## config.mk

```make
export PLATFORM = sky130hd
export DESIGN_NAME = ps2_rx_frame
export DESIGN_NICKNAME = d
export VERILOG_FILES = /design/src/rtl/ps2_rx_frame.sv
export SDC_FILE = /design/constraint.sdc
export NUM_CORES = 1
export LEC_CHECK = 0
export CORE_MARGIN = 2
export CORE_UTILIZATION = 63
export CTS_CLUSTER_DIAMETER = 40
export DETAILED_ROUTE_END_ITERATION = 8
export PLACE_DENSITY = 0.84
export REMOVE_ABC_BUFFERS = 1
export SYNTH_ARGS = -nofsm -noshare
export SYNTH_HDL_FRONTEND = slang
export SYNTH_SLANG_ARGS = --single-unit
```

## constraint.sdc

```tcl
create_clock -name clk -period 3.8 [get_ports clk]
set_input_delay 1.14 -clock clk [delete_from_list [all_inputs] [get_ports clk]]
set_output_delay 1.14 -clock clk [all_outputs]
set_load 0.01 [all_outputs]
```

## src/rtl/ps2_rx_frame.sv

```systemverilog
// PS/2 device-to-host frame receiver.
// Synchronises and debounces the PS/2 clock, then shifts in 11-bit frames: start bit,
// 8 data bits LSB first, odd parity and stop. Each received byte is presented with a
// one-cycle done strobe plus parity/stop status. An inter-bit watchdog aborts stalled frames.
//
// Ports:
//   clk          system clock, all logic on the rising edge
//   reset        asynchronous active-low reset
//   ps2d, ps2c   PS/2 data and clock lines (asynchronous)
//   rx_en        allows a new frame to start; does not abort a frame already in progress
//   rx_done_tick one-cycle pulse, frame complete; dout/parity_err/frame_err valid
//   dout         received byte, held until the next rx_done_tick
//   parity_err   with rx_done_tick: odd-parity check failed
//   frame_err    with rx_done_tick: stop bit sampled 0
//   timeout_tick one-cycle pulse, frame aborted by the watchdog
module ps2_rx_frame #(
  parameter int unsigned FILTER_LEN  = 8,
  parameter int unsigned TIMEOUT_CYC = 200000
) (
  input  logic       clk,
  input  logic       reset,
  input  logic       ps2d,
  input  logic       ps2c,
  input  logic       rx_en,
  output logic       rx_done_tick,
  output logic [7:0] dout,
  output logic       parity_err,
  output logic       frame_err,
  output logic       timeout_tick
);

  localparam int unsigned WdW = $clog2(TIMEOUT_CYC);
  localparam logic [WdW-1:0] WdLast = WdW'(TIMEOUT_CYC - 1);

  typedef enum logic [1:0] {StIdle, StDps, StLoad} state_e;

  // Two-flop synchronisers; both lines idle high.
  logic ps2c_meta_q, ps2c_sync_q, ps2d_meta_q, ps2d_sync_q;

  logic [FILTER_LEN-1:0] filter_q, filter_d;
  logic                  fclk_q, fclk_d;
  logic                  fall_edge;

  state_e         state_q, state_d;
  logic [3:0]     n_q, n_d;
  logic [9:0]     b_q, b_d;
  logic [WdW-1:0] wd_q, wd_d;
  logic [7:0]     dout_q, dout_d;
  logic           perr_q, perr_d;
  logic           ferr_q, ferr_d;

  always_ff @(posedge clk or negedge reset) begin
    if (!reset) begin
      ps2c_meta_q <= 1'b1;
      ps2c_sync_q <= 1'b1;
      ps2d_meta_q <= 1'b1;
      ps2d_sync_q <= 1'b1;
    end else begin
      ps2c_meta_q <= ps2c;
      ps2c_sync_q <= ps2c_meta_q;
      ps2d_meta_q <= ps2d;
      ps2d_sync_q <= ps2d_meta_q;
    end
  end

  // Debounce: the filtered clock only changes once the whole window agrees.
  always_comb begin
    filter_d = {ps2c_sync_q, filter_q[FILTER_LEN-1:1]};
    fclk_d   = fclk_q;
    if (&filter_q) begin
      fclk_d = 1'b1;
    end else if (~|filter_q) begin
      fclk_d = 1'b0;
    end
  end

  assign fall_edge = fclk_q & ~fclk_d;

  always_ff @(posedge clk or negedge reset) begin
    if (!reset) begin
      filter_q <= '1;
      fclk_q   <= 1'b1;
    end else begin
      filter_q <= filter_d;
      fclk_q   <= fclk_d;
    end
  end

  always_comb begin
    state_d      = state_q;
    n_d          = n_q;
    b_d          = b_q;
    wd_d         = wd_q;
    dout_d       = dout_q;
    perr_d       = 1'b0;
    ferr_d       = 1'b0;
    timeout_tick = 1'b0;

    unique case (state_q)
      StIdle: begin
        if (fall_edge && rx_en && !ps2d_sync_q) begin
          state_d = StDps;
          n_d     = 4'd9;
          wd_d    = '0;
        end
      end
      StDps: begin
        if (fall_edge) begin
          b_d  = {ps2d_sync_q, b_q[9:1]};
          wd_d = '0;
          if (n_q == 4'd0) begin
            // Capture result on entry to StLoad so it is valid alongside the done strobe.
            state_d = StLoad;
            dout_d  = b_d[7:0];
            perr_d  = ~^b_d[8:0];
            ferr_d  = ~b_d[9];
          end else begin
            n_d = n_q - 4'd1;
          end
        end else if (wd_q == WdLast) begin
          state_d      = StIdle;
          timeout_tick = 1'b1;
        end else if (wd_q != '1) begin
          wd_d = wd_q + WdW'(1);
        end
      end
      StLoad: begin
        state_d = StIdle;
      end
      default: begin
        state_d = StIdle;
      end
    endcase
  end

  always_ff @(posedge clk or negedge reset) begin
    if (!reset) begin
      state_q <= StIdle;
      n_q     <= '0;
      b_q     <= '0;
      wd_q    <= '0;
      dout_q  <= '0;
      perr_q  <= 1'b0;
      ferr_q  <= 1'b0;
    end else begin
      state_q <= state_d;
      n_q     <= n_d;
      b_q     <= b_d;
      wd_q    <= wd_d;
      dout_q  <= dout_d;
      perr_q  <= perr_d;
      ferr_q  <= ferr_d;
    end
  end

  assign rx_done_tick = (state_q == StLoad);
  assign dout         = dout_q;
  assign parity_err   = perr_q;
  assign frame_err    = ferr_q;

endmodule

```

==> summary by stage, run 1 <==
STA
The final critical path takes up 91.4% of the cycle. The worst slew margin relative to its limit is 26.7%. Setup repair after global routing left no endpoint under its margin. The max-slew violation count is 0.

The number of setup violations in the final report is 0. The number of endpoints with negative hold slack in the final report is 0. After routing, the total negative slack on setup checks comes to 0 ns. For the pin with the worst max-slew slack, the measured transition is 1.09 ns. The clock period could shrink to 3.47 ns. Hold timing on the final database bottoms out at a slack of 0.361 ns. The post-route clock skew is 0.00938 ns. The highest achievable clock rate is 288 MHz.

Logic synthesis
The gate count of the mapped netlist is 227. In the synthesized netlist the dominant register cell turns out to be dfrtp_1. The number of flops mapped to enable cells by yosys is 0. Of all flip-flops after synthesis, the portion carrying an async set or reset was 100%. The average instance area after synthesis is 11.7 um^2. For this run, the register share of the synthesized area comes to 53.5%. The mapped netlist covers 2650 um^2. After synthesis, the netlist uses 47 different library cells.

The count of synthesis-stage warnings from yosys is 0. The number of register bits inferred by synthesis is 56.

Setup path
The endpoint kind of the worst setup timing path is a primary output. Data on the critical path arrives at its endpoint at 2.33 ns. The number of buffer and inverter instances along the worst setup path is 1. At the worst endpoint, the required time is 2.66 ns. The worst register-to-register path has a setup slack of 1.28 ns.

The signal on the critical path passes through or4_4 > nor4_4 > nand2_1 > nor2_1 > clkdlybuf4s50_1. The delay of the slowest cell on the worst path is 0.55 ns. The critical path startpoint category is a flop.

Among cell families on the critical path, the largest total delay comes from simple AND/OR/NAND/NOR gates. For this design, the slowest cell found on the critical path is or4_4. The critical path class is reg -> out. The largest driver fanout on the critical path is 8.

Layout
The diode insertion count for antenna repair is 0. The library cell used most frequently in the layout, excluding fill and tap cells, is dfrtp_1. The signed area change from the synthesized netlist to the final layout is 10.4%.

The library cells used most frequently in the layout, excluding fill and tap cells, are dfrtp_1, nand2_1, clkdlybuf4s50_1, dfstp_2, o22a_1. Cells with a size suffix above 1 make up 16.8% of the layout. The net total in the final layout is 250. The filler cells instantiated in the layout total 290.

Pwr
VDD sags by at most 299 uV. Dividing total power by cell area gives a power density of 401 nW/um^2. For this design the static power due to leakage is 0.00133 uW.

Detailed routing
After the first detailed-routing iteration, the DRC count stood at 160. The final routed wirelength across all metal layers is 4780 um. The count of nets left with antenna violations once routing finished came out at 0. The detailed router placed 1845 vias in this run. The residual DRC count is 0. The pre-antenna-repair detailed-routing pass consisted of 4 iterations. The wire length per cell after detailed routing is 16.3 um. The via count normalized by instance count is 6.28.

Clock tree
Clock tree synthesis selected as its root buffer the cell clkbuf_8. The buffers inserted during post-CTS setup optimization is 0. The total number of H-tree levels is 2. The clock reaches the later pin of the worst-skew pair after 0.31 ns.

The count of instances resized after the clock tree is built is 0. The clock input transition at the sequential cells of the worst setup and hold paths is 0.10 ns. TritonCTS built the clock tree. The clock buffer count from CTS is 5. The maximum root-to-sink buffer count is 2. The hold buffer count at CTS is 0. The CTS sink count is 56.

Die
For this configuration, the core starts out at a cell density of 65.8%. The floorplan has 23 rows. The total I/O pin count is 17. In this run the standard cell core region covers 4030 um^2.

The width of the die is 68.9 um. The overall die area is 4740 um^2. The die boundary height is 68.9 um.

Global route
The maximum number of pins on one net before global-route repair is 47. The first global-routing pass estimated 7850 um of wire. The total congestion overflow after global routing is 0. The initial antenna violation count is 0. The number of global-route vias before repair was 1740. The global router's overall resource usage is 22.7%.

Status
The flow ran to the end, and the final reports show no timing, DRC or antenna violations.

Flow run
Max-cap violations in this run came to 0.

Placed design
The half-perimeter wire length after placement is 3230 um. The count of input and output buffers is 16. At the end of routability-driven placement, the weighted congestion stood at 0.856.

Worst hold path
The worst hold path belongs to the class reg -> reg.
[registers in the layout, indices dropped and copies added (netlist names)]
register     count
wd_q            18
b_q              9
dout             8
filter_q         8
n_q              4
state_q          2
fclk_q           1
frame_err        1
parity_err       1
ps2c_meta_q      1
ps2c_sync_q      1
ps2d_meta_q      1
ps2d_sync_q      1
[worst register-to-register path: cells and delay by family (launching register included)]
family,cells,cell delay [ns]
adder cells (fa/ha/maj),1,0.28
AND/OR/NAND/NOR,2,0.39
AO/OA/AOI/OAI,3,1.32
flip-flops,1,0.43
[path summary, 6_finish.rpt]
path	from	to	depth (start not counted)
setup / recovery	wd_q[7]$_DFFE_PN0P_	timeout_tick	5
hold reg to reg	ps2d_meta_q$_DFF_PN1_	ps2d_sync_q$_DFF_PN1_	0
max in group asynchronous	reset	filter_q[3]$_DFF_PN1_	2
min in group asynchronous	reset	wd_q[14]$_DFFE_PN0P_	1
setup reg to reg	wd_q[0]$_DFFE_PN0P_	wd_q[2]$_DFFE_PN0P_	6
hold / removal	ps2d_meta_q$_DFF_PN1_	ps2d_sync_q$_DFF_PN1_	0
[metrics by stage]
stage               instances  power [uW]  worst slack, ns  area, um^2  utilization [%]
finish                    294        1170            0.326        2930             72.6
global route              294        1230            0.190        2930             72.6
CTS                       294        1180            0.304        2930             72.6
detailed placement        286         835            0.651        2830             70.2
global placement          286         826            0.698        2830             70.2
floorplan                 218         789             1.26        2590                -
[final cells by class]
type,instances,area [um^2],area share [%]
Clock buffer,6,82.6,2.82
Clock inverter,2,17.5,0.599
Inverter,4,15.0,0.513
Multi-Input combinational cell,158,1160,39.7
Sequential cell,56,1420,48.4
Tap cell,50,62.6,2.14
Timing Repair Buffer,18,170,5.81
[per-layer routing]
metal,vias up,part of all wire [%],track usage (%)
met5,-,0,0
met4,0,1.3,8.33
met3,7,4.1,5.68
met2,49,47,37.4
met1,903,47,29.1
li1,886,-,-
[synthesized netlist by cell type (3+ instances only)]
cell type | instances | area share, %
a21oi_1 | 3 | 0.57
a31oi_1 | 4 | 0.94
and3_1 | 6 | 1.4
and4_1 | 5 | 1.7
buf_6 | 3 | 1.3
clkbuf_1 | 4 | 0.57
dfrtp_1 | 43 | 41
dfstp_2 | 13 | 13
inv_1 | 4 | 0.57
mux2_1 | 9 | 3.8
mux2_2 | 8 | 3.4
nand2_1 | 18 | 2.5
nand3_1 | 8 | 1.5
nand4_1 | 9 | 2.1
nor2_1 | 8 | 1.1
nor2b_1 | 3 | 0.71
nor3_1 | 8 | 1.5
nor4_1 | 7 | 1.7
nor4_4 | 3 | 2.4
o21ai_0 | 9 | 1.7
o22a_1 | 11 | 3.6
xnor2_1 | 6 | 2.0
[power breakdown]
part | leakage [uW] | internal, uW | switching [uW]
Clock | 0.0000537 | 153 | 198
Sequential | 0.000708 | 637 | 49.0
Combinational | 0.000572 | 64.5 | 72.6
[kinds of logic after synthesis]
group	share of synthesized area [%]
simple gates	20.6
flops	53.5
compound gates	11.6
mux	7.98
buf+inv	2.74
xor+xnor	2.64
fa+ha+maj	0.944
Note: power is estimated with default switching activity, not from simulation.
==> run 2: changes to the inputs <==
ABC_AREA = 1   (was unset)
CORE_UTILIZATION = 64   (was 63)
PLACE_DENSITY = 0.85   (was 0.84)
==> run 2 against run 1 <==
- final cell count is 49% higher
- worst setup slack better by 0.032 ns
- synthesized area is 9.6% higher
- combinational power grew to 2.7 times the previous value
- critical path type unchanged
- critical endpoint unchanged
- highest routed layer unchanged
==> summary by stage, run 2 <==
Die
After floorplanning, the core was divided into 24 placement rows. Once the floorplan was initialized, standard cells occupied 66.8% of the core. In this run the horizontal extent of the chip is 71.4 um. The floorplan step defined a core boundary enclosing 4350 um^2.

The total I/O pin count is 17. The die covers 5100 um^2. The die boundary height is 71.4 um.

Pwr
The fraction of power spent switching nets is 35.4%. The peak supply drop is 342 uV. The leakage power total is 0.00143 uW. The internal power summed over all cells is 940 uW. The clock network is responsible for 22.5% of the overall power.

Summed over all nets, the switching power comes to 515 uW. The sequential share of power is 52.4%. The share of total power in combinational logic is 25.1%.

The power density relative to cell area is 456 nW/um^2.

Global route
For met3 alone, demand over resource in global routing was 4.22%. The first global-routing pass estimated 9840 um of wire. met2 is the most crowded layer. The fraction of met1 tracks used by global routing is 36.0%. The maximum number of pins on one net before global-route repair is 48. The number of global-route vias before repair is 2178.

The initial antenna violation count is 0. Global routing consumed, on the met2 layer, 37.0% of the routing resources. For this run, the total global-route usage over all layers was measured as 24.3%. The total congestion overflow after global routing is 0.

Flow run
Max-cap violations in this run came to 0.

Logic synthesis
The number of register bits inferred by synthesis is 56. Summed over all instances, the cell type with the most area after synthesis is dfrtp_1. For this run, the leading register cell type out of synthesis is dfrtp_1.

The cell area after synthesis is 2910 um^2. The number of distinct standard cells referenced by the synthesized netlist is 28. Ranked by instance count, the synthesized netlist is headed by nand2_1, inv_1, nor2_1, dfrtp_1, o21ai_0.

The count of synthesis-stage warnings from yosys is 0. In the post-synthesis netlist, the cell with the most instances is nand2_1. After synthesis, flip-flops and latches occupy 48.8% of the total area. The top-area cell type share of the netlist area is 37.0%. The gate count of the mapped netlist is 365. The share of synthesized registers carrying an async set or reset is 100%. The number of flops mapped to enable cells by yosys is 0. In the post-synthesis netlist, the biggest area contributors are dfrtp_1, nand2_1, dfstp_2. The average instance area after synthesis is 7.96 um^2.

Setup path
In this design, the critical path's most frequently occurring cell is nor2_1. Traced cell by cell, the critical path runs through ha_1 > nand2_2 > nor2_1 > nand3_2 > nor2_1 > clkdlybuf4s50_1. The largest driver fanout on the critical path is 6. The family of cells with the greatest summed delay on the critical path is simple AND/OR/NAND/NOR gates. For this run, the slowest stage of the critical path takes 0.56 ns. The critical path is of the reg -> out type. The worst setup path is captured at a primary output. The worst-path cell with the longest stage delay is clkdlybuf4s50_1.

The required time reported for the critical path endpoint is 2.66 ns. The number of buffers and inverters on the critical path is 1. For the worst setup path, the data arrival time is 2.30 ns. The critical path startpoint category is a flop.

Clock tree
For this design, the CTS-stage hold fixing added 0 buffers. The root buffer cell is clkbuf_8. Buffers added to address setup during post-CTS repair amount to 0. The maximum root-to-sink buffer count is 2.

The total number of H-tree levels is 2. The count of instances resized after the clock tree is built is 0. Counting the buffers created by CTS gives 5. The CTS sink count is 56. TritonCTS built the clock tree. At the later pin of the worst-skew pair, clock insertion delay measures 0.31 ns. After clock tree synthesis, the clock-pin slew on the worst setup and hold paths is 0.10 ns.

STA
The final critical-path required period is 3.44 ns. The number of endpoints with negative hold slack in the final report is 0. Setup repair after global routing left no endpoint under its margin. The highest achievable clock rate is 291 MHz.

The number of setup violations in the final report is 0. Dividing the final minimum period by the clock period gives 90.6%. The total negative slack is 0 ns. Across all hold checks on the routed design, the worst slack comes to 0.357 ns. The max-slew violation count is 0.

The transition time at the pin with the least slew margin is 1.03 ns. The worst slew margin relative to its limit is 31.5%. The post-route clock skew is 0.0126 ns.

Layout
Leaving out fill and tap cells, the most frequent cell in the layout is nand2_1. Summing all non-filler instances in the final layout gives an area of 3190 um^2. The number of flip-flops in the largest register is 18.

The diode insertion count for antenna repair is 0. More flip-flops sit in one register than any other, and that register is wd_q. The signed area change from the synthesized netlist to the final layout is 9.77%.

After the last flow step, the layout net total stands at 391. The largest registers in the layout are wd_q x18, b_q x9. The fraction of layout instances using a drive strength above 1 is 11.2%. The number of fill cells in the layout is 343. Leaving out fill and tap cells, the most frequent cells in the layout are nand2_1, nor2_1, inv_1, dfrtp_1, o21ai_0.

Detailed routing
For this run, design rule violations remaining after detail routing come to 0. In the final routed layout, each cell accounts on average for 12.8 um. Across all layers, the routed design uses 2366 vias.

The first TritonRoute pass finished after 4 iterations. The DRC violation total after the first TritonRoute iteration is 194. The count of nets left with antenna violations once routing finished came out at 0.

The final routed wirelength across all metal layers is 5600 um. The via count normalized by instance count is 5.41.

Worst hold path
The worst min-delay path category is reg -> reg.

Status
The run finished with clean final reports.

Placed design
The congestion estimate from routability-driven global placement came to 0.826. In this run the cell area measured after placement is 3100 um^2. In this run the tool buffered the top-level ports with 16 buffer cells. Detailed placement ended at an HPWL of 3950 um.
==> run 2: cell count changes in the layout (fill, tap and decap cells not counted), sizes merged, moves of 8 or more <==
cell,delta
inv,+39
mux2,-17
nand2,+92
nand3,+8
nor2,+42
nor4,-10
o21ai,+15
o21bai,+18
o22a,-11
==> run 2: area by class of cell <==
| class | instances | area (um^2) | share of cell area [%] |
|---|---|---|---|
| multi-input combinational | 258 | 1280 | 40.1 |
| clock inverter | 2 | 16.3 | 0.510 |
| inverter | 45 | 169 | 5.29 |
| tap | 52 | 65.1 | 2.04 |
| sequential | 56 | 1420 | 44.4 |
| clock buffer | 6 | 72.6 | 2.27 |
| timing repair buffer | 18 | 170 | 5.33 |
==> run 2: power groups by stage <==
stage          Sequential [uW]  Combinational [uW]  Clock (uW)
2_1_floorplan              751                 274           0
3_3_place_gp               768                 349           0
3_5_place_dp               772                 361           0
4_1_cts                    762                 365         333
5_1_grt                    774                 419         362
6_report                   763                 365         328
==> run 2: logic make-up after synthesis <==
family / synth area share [%]
buffers and inverters: 7.19
DFF: 48.8
and+or+nand+nor: 30.0
adders and majority gates: 0.861
xor gates and xnor gates: 2.41
AOI/OAI and AO/OA: 10.8
==> run 2: metrics by stage <==
step	cells	utilization (%)	setup WS [ns]	power (uW)
after detailed placement	429	71.2	0.731	1130
final	437	73.3	0.358	1460
after CTS	437	73.3	0.360	1460
after floorplan	359	-	1.29	1030
after global placement	429	71.2	0.754	1120
after global routing	437	73.3	0.267	1550
==> run 2: worst reg2reg max path: cells and delay by family (launching register included) <==
kind,cells,cell delay (ns)
AO/OA/AOI/OAI,1,0.53
AND/OR/NAND/NOR,6,0.90
flip-flops,1,0.47
adder cells (fa/ha/maj),1,0.22
==> run 2: worst paths after layout <==
| check | from | to | slack [ns] | depth (start not counted) |
|---|---|---|---|---|
| max in group asynchronous | reset | filter_q[0]$_DFF_PN1_ | 1.99 | 2 |
| min in group asynchronous | reset | dout[0]$_DFFE_PN0P_ | 0.99 | 1 |
| worst max register to register | wd_q[0]$_DFFE_PN0P_ | wd_q[3]$_DFFE_PN0P_ | 1.59 | 8 |
| worst max-delay path | wd_q[0]$_DFFE_PN0P_ | timeout_tick | 0.36 | 6 |
| worst min-delay path | ps2c_meta_q$_DFF_PN1_ | ps2c_sync_q$_DFF_PN1_ | 0.36 | 0 |
| worst min register to register | ps2c_meta_q$_DFF_PN1_ | ps2c_sync_q$_DFF_PN1_ | 0.36 | 0 |
==> run 2: metal layers <==
metal	share of wire, %	routed length [um]
met5	0	0
met4	0.98	55
met1	49	2750
met3	4.4	246
met2	46	2550
==> run 3: changes to the inputs <==
CELL_PAD_IN_SITES_DETAIL_PLACEMENT = 1   (was unset)
CELL_PAD_IN_SITES_GLOBAL_PLACEMENT = 1   (was unset)
CORE_UTILIZATION = 48   (was 64)
PLACE_DENSITY = unset   (was 0.85)
PLACE_DENSITY_LB_ADDON = 0.1   (was unset)
==> run 3 against run 2 <==
- clock power grew 9.8%
- critical path depth did not move
- count of clock-buffer cells in the layout decreased by 1
- register-to-register slack lost 0.15 ns
- critical path type unchanged
- largest cell class unchanged
- critical endpoint unchanged
- clock skew is 0.0036 ns lower
- utilization decreased by 18 points
- power up 3.6%
- first-iteration DRC count down 51%
- largest power group unchanged
==> summary by stage, run 3 (same netlist as run 2, synthesis figures left out) <==
Layout
After the last flow step, the layout net total stands at 392. The top cell types in the final layout, fill and taps aside, are nand2_1, nor2_1, inv_1, dfrtp_1, o21ai_0. The register with the most flip-flops is wd_q. Excluding fillers, the count of instances in the completed layout stands at 461.

The most common library cell in the layout ignoring fill and taps is nand2_1. The post-route netlist has 11.7% of its cells at a drive strength greater than 1. The register with the most flip-flops in the layout has 18 of them.

The signed area change from the synthesized netlist to the final layout is 11.3%. The largest registers in the layout are wd_q x18, b_q x9. Cells fill 55.0% of the core in the end. Summing all multi-input logic gate instances after layout gives 1280 um^2. In the final layout, flip-flops and latches occupy 1420 um^2. 0 antenna diodes ended up in the layout.

Fill cells in the final layout number 738.

Setup path
The most prevalent standard cell on the critical path is nor2_1. The number of buffers and inverters on the critical path is 1. The signal on the critical path passes through ha_1 > nand2_2 > nor2_1 > nand3_2 > nor2_1 > clkdlybuf4s50_1.

The worst setup path is captured at a primary output. At the worst endpoint, the required time is 2.66 ns. On the critical path, the stage with the largest delay is an instance of clkdlybuf4s50_1.

For this run, the slowest stage of the critical path takes 0.55 ns. The endpoint arrival time on the critical path is 2.20 ns. Grouping stages by cell kind, the critical path spends the most delay in simple AND/OR/NAND/NOR gates.

By startpoint and endpoint, the worst setup path is classified as reg -> out. Of all nets on the critical path, the largest fanout is 6. STA classifies the critical path startpoint as a flop.

Clock tree
CTS built an H-tree with a depth of 2. After clock tree synthesis, the repair step resized 0 gates. The clock buffer count from CTS is 5. At the later pin of the worst-skew pair, clock insertion delay measures 0.32 ns. Post-CTS timing repair inserted 0 buffers for setup. Counting along the longest clock path gives a buffer depth of 2. In this run, post-CTS hold repair placed 0 buffers. Counting every sink on the clock net gives 56. The clock tree from TritonCTS is done. The clock input transition at the sequential cells of the worst setup and hold paths is 0.11 ns. The root buffer cell chosen for the clock tree is clkbuf_8.

Global route
The global router's overall resource usage is 22.2%. The number of global-route vias before repair is 2378. The maximum number of pins on one net before global-route repair is 49. The wire length of the first global-routing pass is 11400 um. The initial antenna violation count is 0.

The total congestion overflow after global routing is 0.

Detailed routing
In the routed layout, each cell is associated on average with a via count of 5.20. In this run, the number of DRC markers left after iteration 0 of detailed routing was 96. The residual DRC count is 0. The met3 wire length is 133 um.

Detailed routing inserted a total of 2399 vias. The total met2 wirelength after detailed routing is 2980 um. The uppermost layer routed is met4. For this run, the detailed router's first-pass iteration total came to 4.

Summed over all layers, the routed wires come to 6570 um. The antenna violation net count after detailed routing is 0. The wire length per cell after detailed routing is 14.2 um.

After detailed routing, the wire length on met1 is 3360 um.

Die
The width of the die is 81.8 um. The area inside the core boundary is 5890 um^2. The die boundary height is 81.8 um. The effective utilization at floorplan is 49.4%. In this run the core area contains 28 standard-cell rows.

The total I/O pin count is 17. The floorplan step defined a die boundary enclosing 6690 um^2.

Pwr
In this run the power density over the cells is 466 nW/um^2. Power comes to 1510 uW. The leakage power total is 0.00144 uW. The peak supply drop is 229 uV.

Placed design
The count of input and output buffers is 16. At the end of routability-driven placement, the weighted congestion stood at 0.778. The HPWL after detailed placement is 4780 um.

The cell total after placement is 453.

STA
Clock skew on the completed layout was measured at 0.00894 ns. Static timing analysis puts the maximum clock frequency at 299 MHz. The number of endpoints with negative hold slack in the final report is 0.

Setup repair after global routing left no endpoint under its margin. The share of the clock period used by the worst path after layout is 87.9%. At the pin with the least slew margin, the transition time is 1.03 ns. After layout, the minimum clock period comes to 3.34 ns.

In this run the tightest slew margin relative to its limit is 31.1%. After routing, the total negative slack on setup checks comes to 0 ns. The max-slew violation count came to 0. Setup violations remaining at the end of the flow were counted as 0.

Flow run
The max-capacitance violation count is 0.

Worst hold path
The tightest min-delay check is of the reg -> reg type.

Status
The flow ran to the end, and the final reports show no timing, DRC or antenna violations.
-- run 3: cell types whose count changed in the layout (fill, tap and decap cells not counted) --
| cell | before | now |
|---|---|---|
| clkbuf_1 | 1 | 0 |
| clkinvlp_4 | 1 | 0 |
| inv_6 | 0 | 2 |
| buf_4 | 2 | 3 |
| clkinv_4 | 1 | 0 |
| inv_8 | 0 | 1 |
-- run 3: metal layers --
metal,up-vias,track usage (%)
li1,1187,-
met1,1178,32.2
met5,-,0
met3,9,3.52
met2,25,34.5
met4,0,6.33
-- run 3: power by group --
part           switching (uW)  internal (uW)
combinational             254            132
clock                     221            140
sequential               80.7            681
total                     556            953
-- run 3: path summary, 6_finish.rpt --
| kind | start | to | slack (ns) | depth (start not counted) |
|---|---|---|---|---|
| max | wd_q[0]$_DFFE_PN0P_ | timeout_tick | 0.46 | 6 |
| min | ps2c_sync_q$_DFF_PN1_ | filter_q[7]$_DFF_PN1_ | 0.36 | 0 |
| max reg2reg | filter_q[3]$_DFF_PN1_ | wd_q[5]$_DFFE_PN0P_ | 1.44 | 10 |
| min reg2reg | ps2c_sync_q$_DFF_PN1_ | filter_q[7]$_DFF_PN1_ | 0.36 | 0 |
| max in group asynchronous | reset | wd_q[3]$_DFFE_PN0P_ | 2.09 | 2 |
| min in group asynchronous | reset | dout[6]$_DFFE_PN0P_ | 0.98 | 1 |
-- run 3: per-stage QoR --
step	hold slack, ns	worst slack (ns)	instance area (um^2)
3_3_place_gp	0.346	0.837	3140
5_1_grt	0.368	0.316	3240
2_1_floorplan	0.345	1.29	2870
6_report	0.364	0.459	3240
3_5_place_dp	0.348	0.809	3140
4_1_cts	0.367	0.427	3240
-- run 3: layout make-up --
type	count	share of cell area (%)
clock inverter	3	0.889
timing repair buffer	19	5.49
sequential	56	43.8
multi-input combinational	258	39.6
clock buffer	5	2.13
tap	75	2.90
inverter	45	5.22
-- run 3: worst register-to-register path, delay by kind of cell (launching register included) --
family	cells	cell delay [ns]
AO/OA/AOI/OAI	1	0.50
buffers and inverters	1	0.21
AND/OR/NAND/NOR	8	0.97
flip-flops	1	0.57
